--- config.mk ---
export PLATFORM = sky130hd
export DESIGN_NAME = aurora_link_sequencer
export DESIGN_NICKNAME = d
export VERILOG_FILES = /design/src/rtl/aurora_seq_pkg.sv /design/src/rtl/aurora_sync_bit.sv /design/src/rtl/aurora_link_sequencer.sv
export SDC_FILE = /design/constraint.sdc
export NUM_CORES = 1
export LEC_CHECK = 0
export CORE_MARGIN = 5
export CORE_UTILIZATION = 58
export DETAILED_ROUTE_END_ITERATION = 8
export MAX_ROUTING_LAYER = met4
export PLACE_DENSITY = 0.79
export REMOVE_ABC_BUFFERS = 1
export SETUP_SLACK_MARGIN = 0.02
export SLEW_MARGIN = 0
export SYNTH_ARGS = -nofsm -noshare
export SYNTH_HDL_FRONTEND = slang
export SYNTH_SLANG_ARGS = --single-unit
--- constraint.sdc ---
create_clock -name init_clk -period 3.11 [get_ports init_clk]
set_input_delay 0.7775 -clock init_clk [delete_from_list [all_inputs] [get_ports init_clk]]
set_output_delay 0.7775 -clock init_clk [all_outputs]
set_load 0.02 [all_outputs]
--- src/rtl/aurora_seq_pkg.sv ---
// Shared state encoding and widths for the Aurora link sequencer.
package aurora_seq_pkg;

    localparam int RETRY_W = 8;

    typedef enum logic [2:0] {
        IDLE      = 3'd0,
        PMA       = 3'd1,
        RST       = 3'd2,
        WAIT_LANE = 3'd3,
        WAIT_CHAN = 3'd4,
        UP        = 3'd5,
        BACKOFF   = 3'd6
    } state_t;

endpackage

--- src/rtl/aurora_sync_bit.sv ---
// Two-flop synchroniser for a single level signal crossing into init_clk.
module aurora_sync_bit (
    input  logic i_clk,
    input  logic i_rst,
    input  logic i_d,
    output logic o_q
);

    logic r_meta;
    logic r_sync;

    always_ff @(posedge i_clk) begin
        if (i_rst) begin
            r_meta <= 1'b0;
            r_sync <= 1'b0;
        end else begin
            r_meta <= i_d;
            r_sync <= r_meta;
        end
    end

    assign o_q = r_sync;

endmodule

--- src/rtl/aurora_link_sequencer.sv ---
// Bring-up and recovery sequencer for a single-MGT Aurora wrapper: orders pma_init and
// reset, waits for lane/channel with timeouts, and relinks after a backoff on faults.
module aurora_link_sequencer
    import aurora_seq_pkg::*;
#(
    parameter int TIMER_W         = 24,
    parameter int PMA_INIT_CYCLES = 256,
    parameter int RESET_CYCLES    = 64,
    parameter int LANE_TIMEOUT    = 1000000,
    parameter int CHAN_TIMEOUT    = 1000000,
    parameter int BACKOFF_CYCLES  = 4096,
    parameter int SOFT_WIN_CYCLES = 65536,
    parameter int SOFT_ERR_LIMIT  = 16
) (
    input  logic               init_clk,
    input  logic               reset,
    input  logic               enable,
    input  logic               force_relink,
    input  logic               dcm_not_locked,
    input  logic               lane_up,
    input  logic               channel_up,
    input  logic               hard_error,
    input  logic               soft_error,
    output logic               pma_init,
    output logic               aurora_reset,
    output logic               link_ok,
    output logic [2:0]         state_o,
    output logic [RETRY_W-1:0] retry_count,
    output logic               timeout_flag,
    output logic               link_drop
);

    localparam int WIN_W = (SOFT_WIN_CYCLES > 2) ? $clog2(SOFT_WIN_CYCLES) : 1;
    localparam int CNT_W = $clog2(SOFT_ERR_LIMIT + 1);
    localparam logic [WIN_W-1:0] WIN_LAST = WIN_W'(SOFT_WIN_CYCLES - 1);
    localparam logic [CNT_W-1:0] CNT_LIM  = CNT_W'(SOFT_ERR_LIMIT);

    logic w_dcm_s, w_lane_s, w_chan_s, w_hard_s, w_soft_s;

    aurora_sync_bit u_sync_dcm  (.i_clk(init_clk), .i_rst(reset), .i_d(dcm_not_locked), .o_q(w_dcm_s));
    aurora_sync_bit u_sync_lane (.i_clk(init_clk), .i_rst(reset), .i_d(lane_up),        .o_q(w_lane_s));
    aurora_sync_bit u_sync_chan (.i_clk(init_clk), .i_rst(reset), .i_d(channel_up),     .o_q(w_chan_s));
    aurora_sync_bit u_sync_hard (.i_clk(init_clk), .i_rst(reset), .i_d(hard_error),     .o_q(w_hard_s));
    aurora_sync_bit u_sync_soft (.i_clk(init_clk), .i_rst(reset), .i_d(soft_error),     .o_q(w_soft_s));

    state_t               r_state;
    state_t               w_next;
    logic [TIMER_W-1:0]   r_timer;
    logic [TIMER_W-1:0]   w_timer_load;
    logic                 w_timer_zero;
    logic                 w_up_exit;
    logic                 w_timeout;
    logic [WIN_W-1:0]     r_win;
    logic [CNT_W-1:0]     r_soft_cnt;
    logic                 r_soft_prev;
    logic                 w_soft_edge;
    logic                 w_soft_trip;
    logic                 r_link_drop;
    logic                 r_timeout;
    logic [RETRY_W-1:0]   r_retry;

    assign w_timer_zero = (r_timer == '0);
    assign w_soft_edge  = w_soft_s & ~r_soft_prev;
    assign w_soft_trip  = (r_soft_cnt >= CNT_LIM);

    always_comb begin
        w_next    = r_state;
        w_up_exit = 1'b0;
        w_timeout = 1'b0;
        case (r_state)
            IDLE:      if (enable && !w_dcm_s) w_next = PMA;
            PMA:       if (w_timer_zero) w_next = RST;
            RST:       if (w_timer_zero) w_next = WAIT_LANE;
            WAIT_LANE: begin
                if (w_lane_s) begin
                    w_next = WAIT_CHAN;
                end else if (w_timer_zero) begin
                    w_next    = BACKOFF;
                    w_timeout = 1'b1;
                end
            end
            WAIT_CHAN: begin
                if (w_chan_s) begin
                    w_next = UP;
                end else if (!w_lane_s || w_timer_zero) begin
                    w_next    = BACKOFF;
                    w_timeout = w_timer_zero;
                end
            end
            UP: begin
                if (w_hard_s || !w_chan_s || w_soft_trip || force_relink) begin
                    w_next    = BACKOFF;
                    w_up_exit = 1'b1;
                end
            end
            BACKOFF:   if (w_timer_zero) w_next = PMA;
            default:   w_next = IDLE;
        endcase
        // Loss of enable or clock lock parks the link without counting as a drop.
        if (!enable || w_dcm_s) begin
            w_next    = IDLE;
            w_up_exit = 1'b0;
            w_timeout = 1'b0;
        end
    end

    always_comb begin
        w_timer_load = '0;
        case (w_next)
            PMA:       w_timer_load = TIMER_W'(PMA_INIT_CYCLES - 1);
            RST:       w_timer_load = TIMER_W'(RESET_CYCLES - 1);
            WAIT_LANE: w_timer_load = TIMER_W'(LANE_TIMEOUT - 1);
            WAIT_CHAN: w_timer_load = TIMER_W'(CHAN_TIMEOUT - 1);
            BACKOFF:   w_timer_load = TIMER_W'(BACKOFF_CYCLES - 1);
            default:   w_timer_load = '0;
        endcase
    end

    always_ff @(posedge init_clk) begin
        if (reset) begin
            r_state     <= IDLE;
            r_timer     <= '0;
            r_link_drop <= 1'b0;
            r_timeout   <= 1'b0;
            r_retry     <= '0;
        end else begin
            r_state     <= w_next;
            r_link_drop <= w_up_exit;
            if (w_next != r_state)
                r_timer <= w_timer_load;
            else if (!w_timer_zero)
                r_timer <= r_timer - TIMER_W'(1);
            if (w_timeout)
                r_timeout <= 1'b1;
            if (w_up_exit && (r_retry != '1))
                r_retry <= r_retry + RETRY_W'(1);
        end
    end

    // Soft-error window restarts at every UP entry; an edge on the wrap cycle opens the new window.
    always_ff @(posedge init_clk) begin
        if (reset) begin
            r_soft_prev <= 1'b0;
        end else begin
            r_soft_prev <= w_soft_s;
        end
        if (reset || (r_state != UP)) begin
            r_win      <= '0;
            r_soft_cnt <= '0;
        end else if (r_win == WIN_LAST) begin
            r_win      <= '0;
            r_soft_cnt <= w_soft_edge ? CNT_W'(1) : '0;
        end else begin
            r_win <= r_win + WIN_W'(1);
            if (w_soft_edge && !w_soft_trip)
                r_soft_cnt <= r_soft_cnt + CNT_W'(1);
        end
    end

    assign pma_init     = (r_state == IDLE) || (r_state == PMA);
    assign aurora_reset = (r_state == IDLE) || (r_state == PMA) ||
                          (r_state == RST)  || (r_state == BACKOFF);
    assign link_ok      = (r_state == UP);
    assign state_o      = r_state;
    assign retry_count  = r_retry;
    assign timeout_flag = r_timeout;
    assign link_drop    = r_link_drop;

endmodule
# Word level (Yosys, flattened, before mapping)
# Cells that the tools add are included.
# word_totals
mem_bits_ro,0
wordCells,89
mem_bits_rw,0
regBits,69
latch_bits,0
mem_count,0
# op_classes
multipliers,0
n_bitwise,2
n_eq_ne,16
addsub,4
mux,26
reduce_logical,22
n_lt_le_gt_ge,1
div_mod_pow,0
shifts,0
# op_table
operator,n
$pmux 20 s4,1
$mux 24,2
$mux 3,10
$logic_not 24->1,1
$sub 24x1->24 const B,1
$pmux 3 s7,1
$add 16x1->16 const B,1
$eq 16x16->1 const B,1
$eq 3x3->1 const B,5
$eq 3x2->1 const B,4
$mux 5,2
$logic_or 1x1->1,9
$mux 1,9
$add 8x1->8 const B,1
$ne 8x8->1 const B,1
$eq 3x1->1 const B,2
$add 5x1->5 const B,1
$ge 5x5->1 const B,1
$logic_not 1->1,5
$reduce_or 2->1,2
$logic_and 1x1->1,3
$logic_not 3->1,1
$ne 3x3->1,1
$ne 3x3->1 const B,1
other kinds (5),5

# Longest topological paths before layout
# logic_depth
word_depth,11
mapped_depth,10
mapped_depth_nobuf,9

# Cells and area by module
# A second synthesis with hierarchy kept.
# unflattened
cells_unflattened,380
area_unflattened_um2,3263.1
# by_module_without_submodules
mod,n_inst,cells_per_inst,area_each_um2
aurora_link_sequencer,1,360,3000.4
aurora_sync_bit,5,4,52.6

# Least setup slack after synthesis
# No wires, ideal clock.
# synth_timing
kind,input to register
from,input port force_relink
to,register r_timer[14]
arrival_time_ns,2.558
stages,7
required_time_ns,2.972
path_slack_ns,0.415
setup_ns,0.138
path_cell_list,or4b_2 > a221oi_1 > o32ai_1 > a31oi_4 > nor3b_1 > a211oi_2 > a21oi_1
# synth_via
elab_chain_len,8
# synth_rtl
element,line,rtl
start: declaration,aurora_link_sequencer.sv:18,"input logic force_relink,"
$logic_or 1x1->1 *,aurora_link_sequencer.sv:91,if (w_hard_s || !w_chan_s || w_soft_trip || force_relink) begin
$mux 3 *,aurora_link_sequencer.sv:91,
$pmux 3 s7 *,aurora_link_sequencer.sv:70,case (r_state)
$mux 3 *,aurora_link_sequencer.sv:100,if (!enable || w_dcm_s) begin
$eq 3x3->1 or $eq 3x2->1 (tied branches),aurora_link_sequencer.sv:109,case (w_next)
$reduce_or 2->1 (no line),--,
$pmux 20 s4,aurora_link_sequencer.sv:109,
$mux 24,aurora_link_sequencer.sv:129,if (w_next != r_state)
end signal: assignment,aurora_link_sequencer.sv:130,r_timer <= w_timer_load;
end signal: assignment,aurora_link_sequencer.sv:132,r_timer <= r_timer - TIMER_W'(1);
end: declaration,aurora_link_sequencer.sv:48,logic [TIMER_W-1:0] r_timer;
# Mark *: on every way between the ends. The rest lies on a longest branch, timed or not.
# A chain may end at the register's enable or synchronous reset.

# Worst setup path after layout
# Ends and elaborated chain as after synthesis.

==> qor.yml <==
status:
  status: "finished, final reports clean"
worst_setup_path:
  start_kind: "input port"
  critPathRequiredTime_ps: 3340
  r2r_slack_ps: 370
  worst-path-max-fanout: 5
  cp-end-kind: "register"
  arrival_ps: 3140
  crit_type: "in2reg"
detailed_routing:
  wire_per_inst_um: 13.3
  wl_mm: 6.71
  drc: 0
  drt_iter0_drc: 132
  vias: 2798
  ant_nets: 0
  vias_per_cell: 5.55
  dr.pass1.iters: 5
clock_tree:
  cts.sinks: 69
  cts_root_buffer: "clkbuf_8"
  insertion_delay_ps: 350
  ctsHoldBuffers: 0
  cts_max_level: 3
  clk_pin_slew_ps: 70
  numCtsBuffers: 9
  cts_tree: "done"
  postCtsResizedCells: 0
  clockBufferDepth: 2
  post_cts_buffers: 0
finish:
  fillers: 440
  seq_area_sq_um: 1380
  area_delta_synth_final_pct: 18.7
  n_antenna_cell: 0
  stdcell_area_sq_um: 3880
  layout-drive-gt1-share_pct: 12.3
  multiInputGateArea_sq_um: 1800
  final_common_cell: "dfxtp_1"
  final_util_pct: 70.5
  layout_common_cells: "69 x dfxtp_1, 60 x nor2_1, 26 x nand2_1, 24 x clkdlybuf4s50_1, 23 x buf_4"
  layout.nets: 441
floorplanning:
  ios: 25
  coreArea_sq_um: 5510
  die_h_um: 85.1
  initial_core_util_pct: 59.4
  die_x_um: 85.1
  dieArea_sq_um: 7240
  rows: 27
synthesis:
  synth.avg_cell_area_sq_um: 8.56
  synth_warnings: 0
  synth.distinct_cells: 53
  synth_cells: 382
  synth-async-reset-ratio_pct: 0
  synth_flop_cell: "dfxtp_1"
  syn-cell-area_sq_um: 3270
  ys_ff_latch: 69
  synth-seq-area-share_pct: 42.3
  synth_edf_count: 0
global_route:
  grt_pass1_wl_mm: 12.2
  gr-total-overflow: 0
  grtUsageTotal_pct: 21.3
  antenna_found_initial: 0
  grt_max_degree: 29
  grt_pass1_vias: 2761
sta:
  fin_crit_sh_pct: 93.8
  final_hold_viol_count: 0
  min_period_ps: 2920
  rsz0062_at_grt: "false"
  maxSlewViolCount: 0
  setup_slack_ps: 193
  hold_ws_ps: 438
  setup_viol: 0
  slew_headroom_pct: 58.5
  tightest_slew_ps: 623
  clock_skew_ps: 7.98
  clock.fmax_mhz: 343
placement:
  pre_cts_ws_ps: -149
  gp_congestion: 0.844
  dpl_cell_area_sq_um: 3720
  port_buffers: 24
  hpwl_mm: 4.85
power:
  power_density_nw_per_um2: 587
  leakage_nw: 1.38
  irDropWorstVdd_v: 0.000387
  finalPower_mw: 2.28
job:
  cap_violations: 0
min_path:
  hold_path_class: "reg2reg"
-- cells in the mapped netlist, drive strengths merged, types with 2 or more instances --
cell     n  area [sq um]
nor2    60           225
nor3    11          66.3
dfxtp   69          1380
o31a     2          17.5
xor2    22           193
a211oi   3          27.5
a311oi   3          26.3
nand2b   5          31.3
nand2   26          97.6
or4      7          56.3
nor3b    4          35.0
ha       5          62.6
or3      5          31.3
a21oi   19          98.9
nand3   16          80.1
nor4    12          81.3
inv     11          41.3
a21boi   2          18.8
or2      3          18.8
nor2b   17           106
xnor2   18           158
or3b     3          26.3
clkbuf  11          41.3
a31oi    8          65.1
nand4    6          37.5
mux2i    3          30.0
or4b     2          20.0
o21ai   12          60.1
buf      2          8.75
-- sequential cells by signal, indices dropped and copies added (netlist names), 3 cells and up --
name / cells
state_o: 3
r_timer: 24
retry_count: 8
r_win: 16
r_soft_cnt: 5
-- per-layer routing --
metal	up-vias	global-route usage, %	wire length (um)
met4	0	10.6	144
met2	49	33.5	3200
met5	-	-	0
li1	1434	-	-
met1	1303	26.4	3110
met3	12	3.69	262
-- final timing paths --
kind,startpoint,endpoint,cells after the start
max,force_relink,r_timer[14],9
min,u_sync_soft.r_meta,u_sync_soft.o_q,1
max reg2reg,r_timer[0],r_timer[6],11
min reg2reg,u_sync_soft.r_meta,u_sync_soft.o_q,1
-- worst max-delay path, cell delays in order --
cell,delay (ps)
clkdlybuf4s50_1,420
or4b_2,680
a221oi_1,290
o32ai_1,180
a31oi_4,240
nor3b_1,90
a211oi_2,250
buf_4,170
a21oi_1,40
-- through the flow --
stage	std cells	setup TNS [ps]
6_report	504	0
3_3_place_gp	488	-1490
4_1_cts	504	0
2_1_floorplan	369	0
5_1_grt	504	0
3_5_place_dp	488	-1740
-- kinds of logic (layout without fill, tap and decap cells) --
logic type	Yosys count	in the layout	synth area share, %
AO/OA/AOI/OAI	61	61	12.7
flip-flops	69	69	42.3
AND/OR/NAND/NOR	180	180	28.7
multiplexers	3	3	0.919
adder cells (fa/ha/maj)	5	5	1.91
buffers and inverters	24	74	2.79
XOR/XNOR	40	40	10.7
-- area by class of cell --
type | count | share of cell area, %
timing repair buffer | 47 | 10.6
inverter | 11 | 1.06
multi-input combinational | 289 | 46.3
tap | 72 | 2.32
sequential | 69 | 35.6
clock buffer | 11 | 3.38
clock inverter | 5 | 0.709
-- report_power, final --
group / internal (mW) / total (mW) / switching, mW
clock network: 0.284 / 0.618 / 0.334
registers: 0.947 / 1.02 / 0.0739
logic: 0.291 / 0.640 / 0.349
total: 1.52 / 2.28 / 0.756
No activity file was read; power rests on OpenSTA's default activity.
